## config.mk

```make
export PLATFORM = sky130hd
export DESIGN_NAME = pm_loader
export DESIGN_NICKNAME = d
export VERILOG_FILES = /design/src/rtl/pm_loader.sv
export SDC_FILE = /design/constraint.sdc
export NUM_CORES = 1
export LEC_CHECK = 0
export CORE_ASPECT_RATIO = 1.25
export CORE_UTILIZATION = 61
export CTS_BUF_LIST = sky130_fd_sc_hd__clkbuf_8
export CTS_CLUSTER_DIAMETER = 80
export CTS_CLUSTER_SIZE = 30
export DETAILED_ROUTE_END_ITERATION = 12
export HOLD_SLACK_MARGIN = 0.02
export PLACE_DENSITY = 0.95
export SLEW_MARGIN = 15
export SYNTH_ARGS = -nofsm -noshare
export SYNTH_HDL_FRONTEND = slang
export SYNTH_SLANG_ARGS = --single-unit
```

## constraint.sdc

```tcl
create_clock -name clk_i -period 3.8 [get_ports clk_i]
set_clock_uncertainty 0.1 [all_clocks]
set_input_delay 1.14 -clock clk_i [delete_from_list [all_inputs] [get_ports clk_i]]
set_output_delay 1.14 -clock clk_i [all_outputs]
set_load 0.02 [all_outputs]
```

## src/rtl/pm_loader.sv

```systemverilog
// Program-memory loader: receives a framed byte stream, packs HI/LO byte pairs into 16-bit
// words written from address 0, and releases the CPU hold only after a matching checksum.
module pm_loader #(
  parameter int unsigned AddrW = 8,   // keep AddrW <= 15 so the word count fits the 16-bit length
  parameter int unsigned DataW = 16
) (
  input  logic             clk_i,
  input  logic             rst_ni,
  input  logic             start_i,
  input  logic             in_valid_i,
  input  logic [7:0]       in_data_i,
  output logic             in_ready_o,
  output logic             pm_we_o,
  output logic [AddrW-1:0] pm_addr_o,
  output logic [DataW-1:0] pm_wdata_o,
  output logic             cpu_hold_o,
  output logic             done_o,
  output logic             error_o,
  output logic [AddrW:0]   word_count_o
);

  typedef enum logic [2:0] {
    StIdle,
    StLenHi,
    StLenLo,
    StDataHi,
    StDataLo,
    StCheck,
    StDone,
    StError
  } state_e;

  localparam logic [16:0] MaxWords = 17'(2 ** AddrW);

  state_e           state_q;
  logic [15:0]      len_q;
  logic [7:0]       hi_q;
  logic [7:0]       csum_q;
  logic [AddrW:0]   word_count_q;
  logic             pm_we_q;
  logic [AddrW-1:0] pm_addr_q;
  logic [DataW-1:0] pm_wdata_q;
  logic             cpu_hold_q;
  logic             done_q;
  logic             error_q;

  logic        accept;
  logic [15:0] len_new;
  logic [15:0] count_next;
  logic        last_word;

  assign in_ready_o = state_q inside {StLenHi, StLenLo, StDataHi, StDataLo, StCheck};
  assign accept     = in_valid_i & in_ready_o;
  assign len_new    = {len_q[15:8], in_data_i};
  // The word being completed is number word_count_q + 1; it is the last one when that equals len.
  assign count_next = 16'(word_count_q) + 16'd1;
  assign last_word  = (count_next == len_q);

  always_ff @(posedge clk_i or negedge rst_ni) begin
    if (!rst_ni) begin
      state_q      <= StIdle;
      len_q        <= '0;
      hi_q         <= '0;
      csum_q       <= '0;
      word_count_q <= '0;
      pm_we_q      <= 1'b0;
      pm_addr_q    <= '0;
      pm_wdata_q   <= '0;
      cpu_hold_q   <= 1'b1;
      done_q       <= 1'b0;
      error_q      <= 1'b0;
    end else begin
      pm_we_q <= 1'b0;
      unique case (state_q)
        StIdle, StDone, StError: begin
          if (start_i) begin
            state_q      <= StLenHi;
            done_q       <= 1'b0;
            error_q      <= 1'b0;
            word_count_q <= '0;
            csum_q       <= '0;
            cpu_hold_q   <= 1'b1;
          end
        end
        StLenHi: begin
          if (accept) begin
            len_q[15:8] <= in_data_i;
            state_q     <= StLenLo;
          end
        end
        StLenLo: begin
          if (accept) begin
            len_q[7:0] <= in_data_i;
            if (len_new == 16'd0 || {1'b0, len_new} > MaxWords) begin
              state_q <= StError;
              error_q <= 1'b1;
            end else begin
              state_q <= StDataHi;
            end
          end
        end
        StDataHi: begin
          if (accept) begin
            hi_q    <= in_data_i;
            csum_q  <= csum_q + in_data_i;
            state_q <= StDataLo;
          end
        end
        StDataLo: begin
          if (accept) begin
            csum_q       <= csum_q + in_data_i;
            pm_we_q      <= 1'b1;
            pm_wdata_q   <= {hi_q, in_data_i};
            pm_addr_q    <= word_count_q[AddrW-1:0];
            word_count_q <= word_count_q + {{AddrW{1'b0}}, 1'b1};
            state_q      <= last_word ? StCheck : StDataHi;
          end
        end
        StCheck: begin
          if (accept) begin
            if (in_data_i == csum_q) begin
              state_q    <= StDone;
              done_q     <= 1'b1;
              cpu_hold_q <= 1'b0;
            end else begin
              state_q <= StError;
              error_q <= 1'b1;
            end
          end
        end
      endcase
    end
  end

  assign pm_we_o      = pm_we_q;
  assign pm_addr_o    = pm_addr_q;
  assign pm_wdata_o   = pm_wdata_q;
  assign cpu_hold_o   = cpu_hold_q;
  assign done_o       = done_q;
  assign error_o      = error_q;
  assign word_count_o = word_count_q;

endmodule

```

## After elaboration in Yosys (flattened, before gate mapping)

Cells that the tools add are included.

- Equality and inequality tests: 19
- Magnitude comparators: 1
- Div/mod/pow operators: 0
- Add/subtract/negate cells: 3
- Muxes and demuxes: 31
- Reductions and logical operators: 19
- Shifts and indexed selects: 0
- Bitwise operators: 1
- Multiply operators: 0

Operators by type and width:

| kind | number |
|---|---|
| $mux W3 | 8 |
| $mux W9 | 2 |
| $pmux W3 S6 | 1 |
| $pmux W9 S2 | 1 |
| $eq A10 B16 Y1 | 1 |
| $gt A16 B9 Y1 const B | 1 |
| $logic_not A16 Y1 | 1 |
| $mux W8 | 2 |
| $pmux W8 S2 | 1 |
| $ne A2 B2 Y1 const B | 7 |
| $mux W1 | 13 |
| $eq A3 B3 Y1 const B | 4 |
| $reduce_and A6 Y1 | 2 |
| $add A9 B1 Y10 const B | 1 |
| $add A9 B1 Y9 const B | 1 |
| $add A8 B8 Y8 | 1 |
| $eq A8 B8 Y1 | 1 |
| $reduce_and A2 Y1 | 4 |
| $eq A3 B2 Y1 const B | 2 |
| $ne A2 B1 Y1 const B | 3 |
| $reduce_and A3 Y1 | 2 |
| $reduce_bool A2 Y1 | 3 |
| $reduce_bool A5 Y1 | 1 |
| $pmux W1 S2 | 2 |
| 9 further kinds | 9 |

- Memories: 0
- Latch bits: 0
- Memory bits (read-only): 0
- Output and inout bits: 38
- RAM bits: 0
- Register bits after elaboration: 72

## Logic depth before layout (Yosys ltp)

Gate-level depths: netlist (run 1).

- Depth after elaboration: 5
- Depth in mapped cells: 8
- Gate-level depth less buffers: 8

## Worst setup path before layout (run 1)

No wires, ideal clock.

- Path kind: input to register
- Start: input in_data_i[0]
- End: register csum_q[6]
- Stages on the path: 8
- Required time: 3.579 ns
- Arrival time: 2.561 ns
- Setup time: 0.121 ns
- Slack: 1.018 ns
- Cells stage by stage: ha_1 fa_1 a21o_1 a21oi_1 o21bai_1 a21oi_1 xnor2_1 a22o_1

- Cells in the longest elaborated chain, start to end: 3

Ends and longest elaborated chain:

| what | line | source |
|---|---|---|
| start: declaration | 11 | `input logic [7:0] in_data_i,` |
| $add A8 B8 Y8 | 105, 111 |  |
| $mux W8 | 103, 110 |  |
| $pmux W8 S2 | 74 | `unique case (state_q)` |
| end signal: assignment | 105 | `csum_q <= csum_q + in_data_i;` |
| end signal: assignment | 111 | `csum_q <= csum_q + in_data_i;` |
| end: declaration | 38 | `logic [7:0] csum_q;` |

Every way passes these cells. The select of a mux whose other input is x is not followed.
A chain may end at the register's enable or synchronous reset.

## Final worst setup path (run 1)

- Start: register state_q[2]
- End: output in_ready_o

- Cells in the longest elaborated chain, start to end: 2
- Elaborated cells on any way between the ends: 6
- Classes of those cells: eq/ne (5); reduce/logical (1)

Ends and longest elaborated chain:

| what | line | source |
|---|---|---|
| start: declaration | 35 | `state_e state_q;` |
| start signal: assignment | 61 | `state_q <= StIdle;` |
| start signal: assignment | 77 | `state_q <= StLenHi;` |
| start signal: assignment | 88 | `state_q <= StLenLo;` |
| $eq A3 B1 Y1, or another cell as far along | 52 | `assign in_ready_o = state_q inside {StLenHi, StLenLo, StDataHi, StDataLo, StCheck};` |
| $reduce_bool A5 Y1 * | 52 |  |
| end: declaration | 12 | `output logic in_ready_o,` |

Mark *: on every way between the ends. The rest lies on a longest branch, timed or not.

==> key figures, run 1 <==
Timing
  – Fin crit share: 87.7%
  – Final Critical Period: 3330 ps
  – TNS Setup: 0 ps
  – Final setup viols: 0
  – Final hold viol count: 0
  – RSZ-0062 raised after global routing: false
  – Actual slew at the worst max-slew pin: 725 ps
  – Max-slew headroom: 51.4%
  – Max-slew violations: 0
  – Peak Freq: 300 MHz

Pwr
  – Clock share of power: 19.2%
  – Worst vdd ir: 511 uV
  – Comb pwr share: 39.7%
  – NetSw: 1.22 mW
  – Int Power: 1.97 mW
  – Reg power frac: 41.0%
  – Sw frac: 38.3%
  – Power Dens Cells: 744 nW/um^2
  – Leakage: 1.96 nW

Setup path
  – CP cell instances: nor3_1 -> a21oi_1 -> clkdlybuf4s50_1
  – Crit end category: primary output
  – CP arrival: 2090 ps
  – Crit path required time: 2560 ps
  – Crit path kind: flop to primary output
  – Slowest stage cell on the critical path: dfrtp_1
  – CP Launch Type: flop
  – Crit path max fanout: 21
  – Critical Path Max Stage Delay: 730 ps

CTS
  – CTS tree: built
  – Post-CTS setup buffer count: 0
  – Post_cts resized: 0
  – Clock sink count: 72
  – H-tree depth: 3
  – CTS clk-pin slew, worst paths: 70 ps
  – CTS buffer count: 9
  – Max Buffers Root-to-Sink: 2
  – Hold-fix buffers, CTS: 0
  – Clk_lat worst skew: 360 ps
  – Root Buffer Master: clkbuf_8

GRT
  – Initial antenna violation count: 0
  – Total grt overflow: 0
  – Largest net degree at the start of global routing: 35
  – Vias in the first global route: 2993
  – Total GRT Usage: 30.7%
  – First-pass GRT wire length: 14400 microns

Run status
  – Status: finished, final reports clean

Route
  – DR iter-0 viols: 283
  – DRC violations left: 0
  – Vias: 2933
  – 1st-pass router iterations: 5
  – Via/cell ratio: 6.10
  – Total routed wirelength: 8610 microns
  – Post-route ant nets: 0
  – Wirelength per Cell: 17.9 microns

Synth
  – EDFF count, synth: 0
  – Asr flop ratio synth: 100%
  – Post-Syn Area: 3570 sq um
  – Cell taking the most area after synthesis: dfrtp_1
  – Largest cells by area after synthesis: dfrtp_1 (50%), nand2_1 (9.3%), mux2_2 (7.6%)
  – Yosys Warn Count: 0
  – Top cell type's share of synthesized area: 49.8%
  – Avg Cell Area, Syn: 9.78 sq um
  – Top-count cell post-synth: nand2_1
  – Post-synthesis cell count: 365
  – Yosys cell types: 44
  – #FFs+latches synth: 72
  – Syn nets: 386
  – Ys flop type: dfrtp_1
  – Synth top cells by count: nand2_1 (88), dfrtp_1 (71), mux2_2 (24)
  – Seq/Total Area, Yosys: 50.5%

Cells and area
  – Final nets: 434
  – Antenna Diode Count: 0
  – Synth-to-layout area growth: 20.2%
  – Fillers: 319
  – Layout cell share with drive strength beyond 1: 12.5%
  – Util after Layout: 77.8%

Floorplan
  – Die W: 70.4 microns
  – IO Count: 50
  – Total core area: 5520 sq um
  – DIE AREA: 6170 sq um
  – Initial Utilization: 64.7%
  – Std-Cell Rows: 30
  – Die H: 87.5 microns

Placement
  – GP Congestion: 0.863
  – Buffers added on ports: 49
  – Hpwl dp: 5660 microns

Hold path
  – Worst Hold Class: flop to flop

Flow run
  – Max-Cap Viols: 0
[per-layer routing]
metal	share of wire, %	vias to the layer above	track usage (%)
li1	-	1342	-
met1	40	1462	36.6
met2	52	103	51.3
met3	5.2	26	7.83
met4	2.7	0	16.7
met5	0	-	0
[kinds of logic after synthesis]
| logic type | synth area share, % |
|---|---|
| and+or+nand+nor | 19.7 |
| DFF | 50.5 |
| buffers and inverters | 3.19 |
| muxes | 7.57 |
| xor gates and xnor gates | 5.15 |
| adders and majority gates | 3.36 |
| AOI/OAI and AO/OA | 10.5 |
[worst max-delay path: cells and delay by family (launching register included)]
kind,cells,cell delay [ps]
simple gates,1,130
flops,1,730
buf+inv,1,650
compound gates,1,220
[layout by cell type, fill, tap and decap left out, types with 6 or more instances in the layout]
cell	Yosys	final
clkdlybuf4s50_1	0	48
xor2_1	8	8
inv_1	8	8
dfrtp_1	71	71
ha_1	8	8
buf_4	3	6
nor3_1	7	7
a21oi_1	14	14
nor2_1	20	20
mux2_2	24	24
a22o_1	9	9
clkbuf_8	0	10
nand2_1	88	88
xnor2_1	13	13
nand3_1	10	10
o21ai_0	20	20
[power groups by stage]
stage	Sequential [mW]	Combinational [mW]	Clock [mW]
after CTS	1.30	1.27	0.616
after global placement	1.28	1.19	0
final	1.31	1.27	0.614
after detailed placement	1.30	1.24	0
after floorplan	1.33	0.762	0
after global routing	1.34	1.37	0.651
[flip-flops by register name (all words and copies together) (netlist names)]
register and count:
error_o 1, len_q 16, pm_addr_o 8, pm_we_o 1, cpu_hold_o 1, state_q 3
csum_q 8, word_count_o 9, pm_wdata_o 16, hi_q 8, done_o 1
[final timing paths]
check                                startpoint              to  slack (ps)  cells past startpoint
worst min register to register          hi_q[3]  pm_wdata_o[11]         370                      2
worst min-delay path                    hi_q[3]  pm_wdata_o[11]         370                      2
max in group asynchronous                rst_ni   pm_wdata_o[9]        2160                      2
min in group asynchronous                rst_ni    pm_addr_o[3]         670                      1
worst max register to register  word_count_o[2]      state_q[2]        1230                      6
worst max-delay path                 state_q[2]      in_ready_o         470                      3
[area by class of cell]
type                       count  area (sq um)  share of cell area [%]
inverter                       8          30.0                   0.700
timing repair buffer          55           531                    12.4
tap                           64          80.1                    1.87
clock inverter                 5          57.6                    1.34
sequential                    72          1800                    42.0
clock buffer                  10           138                    3.21
multi-input combinational    267          1650                    38.5
[metrics by stage]
| step | cell area [sq um] | setup WS (ps) | hold slack [ps] | total power, mW | std cells |
|---|---|---|---|---|---|
| final | 4290 | 467 | 368 | 3.19 | 481 |
| after global routing | 4290 | 352 | 385 | 3.37 | 481 |
| after CTS | 4290 | 476 | 369 | 3.18 | 481 |
| after detailed placement | 4100 | 325 | 353 | 2.55 | 466 |
| after global placement | 4100 | 362 | 342 | 2.47 | 466 |
| after floorplan | 3570 | 1020 | 333 | 2.10 | 365 |
(Power assumes the default switching activity.)
==> run 2: changes to the inputs <==
HOLD_SLACK_MARGIN = not set   (was 0.02)
MAX_ROUTING_LAYER = met4   (was not set)
==> run 2 against run 1 <==
Flip-flop and latch count unchanged. Non-clock buffer count decreased by 1. Design area increased by 0.55%. Hold slack gained 6.8 ps. Register-to-register slack lost 100 ps. Cell count did not move. Core utilization rose by 0.43 points. Combinational power about the same. Routed wire length increased by 4.6%. Fmax is 0.49% lower. Critical path type unchanged.
==> key figures, run 2 (synthesis gave the netlist of run 1 again) <==
Run status
  – Status: finished, final reports clean

Pwr
  – Worst vdd ir: 493 uV (-3.5%)
  – Power Dens Cells: 754 nW/um^2 (+1.4%)
  – Leakage: 1.96 nW (about the same)

CTS
  – Max Buffers Root-to-Sink: 2 (unchanged)
  – Root Buffer Master: clkbuf_8
  – CTS buffer count: 9 (unchanged)
  – Clk_lat worst skew: 360 ps (about the same)
  – Post-CTS setup buffer count: 0 (unchanged)
  – H-tree depth: 3 (unchanged)
  – Post_cts resized: 0 (unchanged)
  – CTS tree: built
  – Clock sink count: 72 (unchanged)
  – Hold-fix buffers, CTS: 0 (unchanged)
  – CTS clk-pin slew, worst paths: 80 ps (about the same)

Route
  – 1st-pass router iterations: 5 (unchanged)
  – DRC violations left: 0 (unchanged)
  – DR iter-0 viols: 228 (-19%)
  – Post-route ant nets: 0 (unchanged)
  – Via/cell ratio: 6.36 (+4.3%)
  – Total routed wirelength: 9010 microns (+4.6%)
  – Vias: 3058 (+4.3%)
  – Wirelength per Cell: 18.7 microns (+4.6%)

Floorplan
  – Initial Utilization: 64.7% (unchanged)
  – IO Count: 50 (unchanged)
  – Total core area: 5520 sq um (unchanged)
  – DIE AREA: 6170 sq um (unchanged)
  – Die W: 70.4 microns (unchanged)
  – Std-Cell Rows: 30 (unchanged)
  – Die H: 87.5 microns (unchanged)

Timing
  – TNS Setup: 0 ps (unchanged)
  – Final hold viol count: 0 (unchanged)
  – Max-slew violations: 0 (unchanged)
  – Actual slew at the worst max-slew pin: 836 ps (+111 ps)
  – Max-slew headroom: 44.3% (-7.1 points)
  – Worst Slack Setup Final: 451 ps (-16.3 ps)
  – Fin crit share: 88.1% (+0.43 points)
  – Final Critical Period: 3350 ps (+16.3 ps)
  – Peak Freq: 299 MHz (-0.49%)
  – Final setup viols: 0 (unchanged)
  – RSZ-0062 raised after global routing: false
  – Hold slack final: 374 ps (+6.81 ps)

Hold path
  – Worst Hold Class: flop to flop

Cells and area
  – Commonest cells after routing, fill and taps aside: nand2_1 (88), dfrtp_1 (71), clkdlybuf4s50_1 (48)
  – Fillers: 326 (+2.2%)
  – Most common cell after layout, fill and taps aside: nand2_1
  – Layout cell share with drive strength beyond 1: 12.5% (unchanged)
  – Antenna Diode Count: 0 (unchanged)
  – Final nets: 433 (-0.23%)
  – Post-route insts no fill: 481 (unchanged)
  – Synth-to-layout area growth: 20.9%
  – Util after Layout: 78.2% (+0.43 points)

GRT
  – Initial antenna violation count: 0 (unchanged)
  – Vias in the first global route: 3039 (+1.5%)
  – Total grt overflow: 0 (unchanged)
  – First-pass GRT wire length: 14800 microns (+3.0%)
  – Largest net degree at the start of global routing: 39 (+11%)
  – Total GRT Usage: 32.6% (+1.9 points)

Setup path
  – CP arrival: 2110 ps (+20 ps)
  – Crit path kind: flop to primary output
  – WP buf/inv: 1 (unchanged)
  – CP Launch Type: flop
  – Crit end category: primary output
  – Crit path max fanout: 21 (unchanged)
  – Slowest stage cell on the critical path: dfrtp_1
  – Critical Path Max Stage Delay: 750 ps (+20 ps)
  – CP cell instances: nor3_1 -> a21oi_1 -> clkdlybuf4s50_1
  – Crit path required time: 2560 ps (about the same)
  – CP top delay family: flip-flops

Placement
  – Hpwl dp: 5930 microns (+4.8%)
  – Pre-CTS worst setup slack: 328 ps (+2.95 ps)
  – Buffers added on ports: 49 (unchanged)
  – GP Congestion: 0.894 (+3.5%)
  – Cell count after placement: 465 (-0.21%)

Flow run
  – Max-Cap Viols: 0 (unchanged)
run 2: changes by cell type in the layout (fill, tap and decap cells not counted), sizes merged:
| cell | before | now |
|---|---|---|
| inv | 8 | 10 |
| clkinvlp | 0 | 2 |
| clkbuf | 10 | 11 |
| buf | 7 | 6 |
| clkinv | 4 | 0 |
run 2: stage by stage:
stage               cell area [sq um]  total power, mW
floorplan                        3570             2.10
global placement                 4100             2.48
detailed placement               4100             2.57
CTS                              4320             3.24
global route                     4320             3.43
finish                           4320             3.25
run 2: final timing paths:
kind,startpoint,depth (start not counted),endpoint,slack [ps]
max,state_q[2],3,in_ready_o,450
min,hi_q[4],2,pm_wdata_o[12],370
max reg2reg,word_count_o[2],6,state_q[2],1130
min reg2reg,hi_q[4],2,pm_wdata_o[12],370
max in group asynchronous,rst_ni,2,cpu_hold_o,2070
min in group asynchronous,rst_ni,1,pm_addr_o[6],770
run 2: final cells by class:
type	instances	area, sq um	share of cell area (%)
clock buffer	11	151	3.51
clock inverter	5	62.6	1.45
inverter	8	30.0	0.696
multi-input combinational	267	1650	38.3
sequential	72	1800	41.8
tap	64	80.1	1.86
timing repair buffer	54	536	12.4
run 2: worst min-delay path: stages (launching register included):
cell	delay, ps
dfrtp_1	350
nand2_1	50
nand2_1	50
run 2: per-layer routing:
metal / part of all wire, % / wire [microns] / GRT usage (%)
met5: 0 / 0 / -
met4: 4.0 / 356 / 18.2
met3: 6.5 / 584 / 5.75
met2: 53 / 4810 / 55.8
met1: 36 / 3260 / 36.1
run 2: power breakdown:
part / switching, mW / internal [mW] / total [mW]
combinational: 0.676 / 0.608 / 1.28
clock: 0.307 / 0.343 / 0.651
sequential: 0.273 / 1.04 / 1.32
total: 1.26 / 2.00 / 3.25
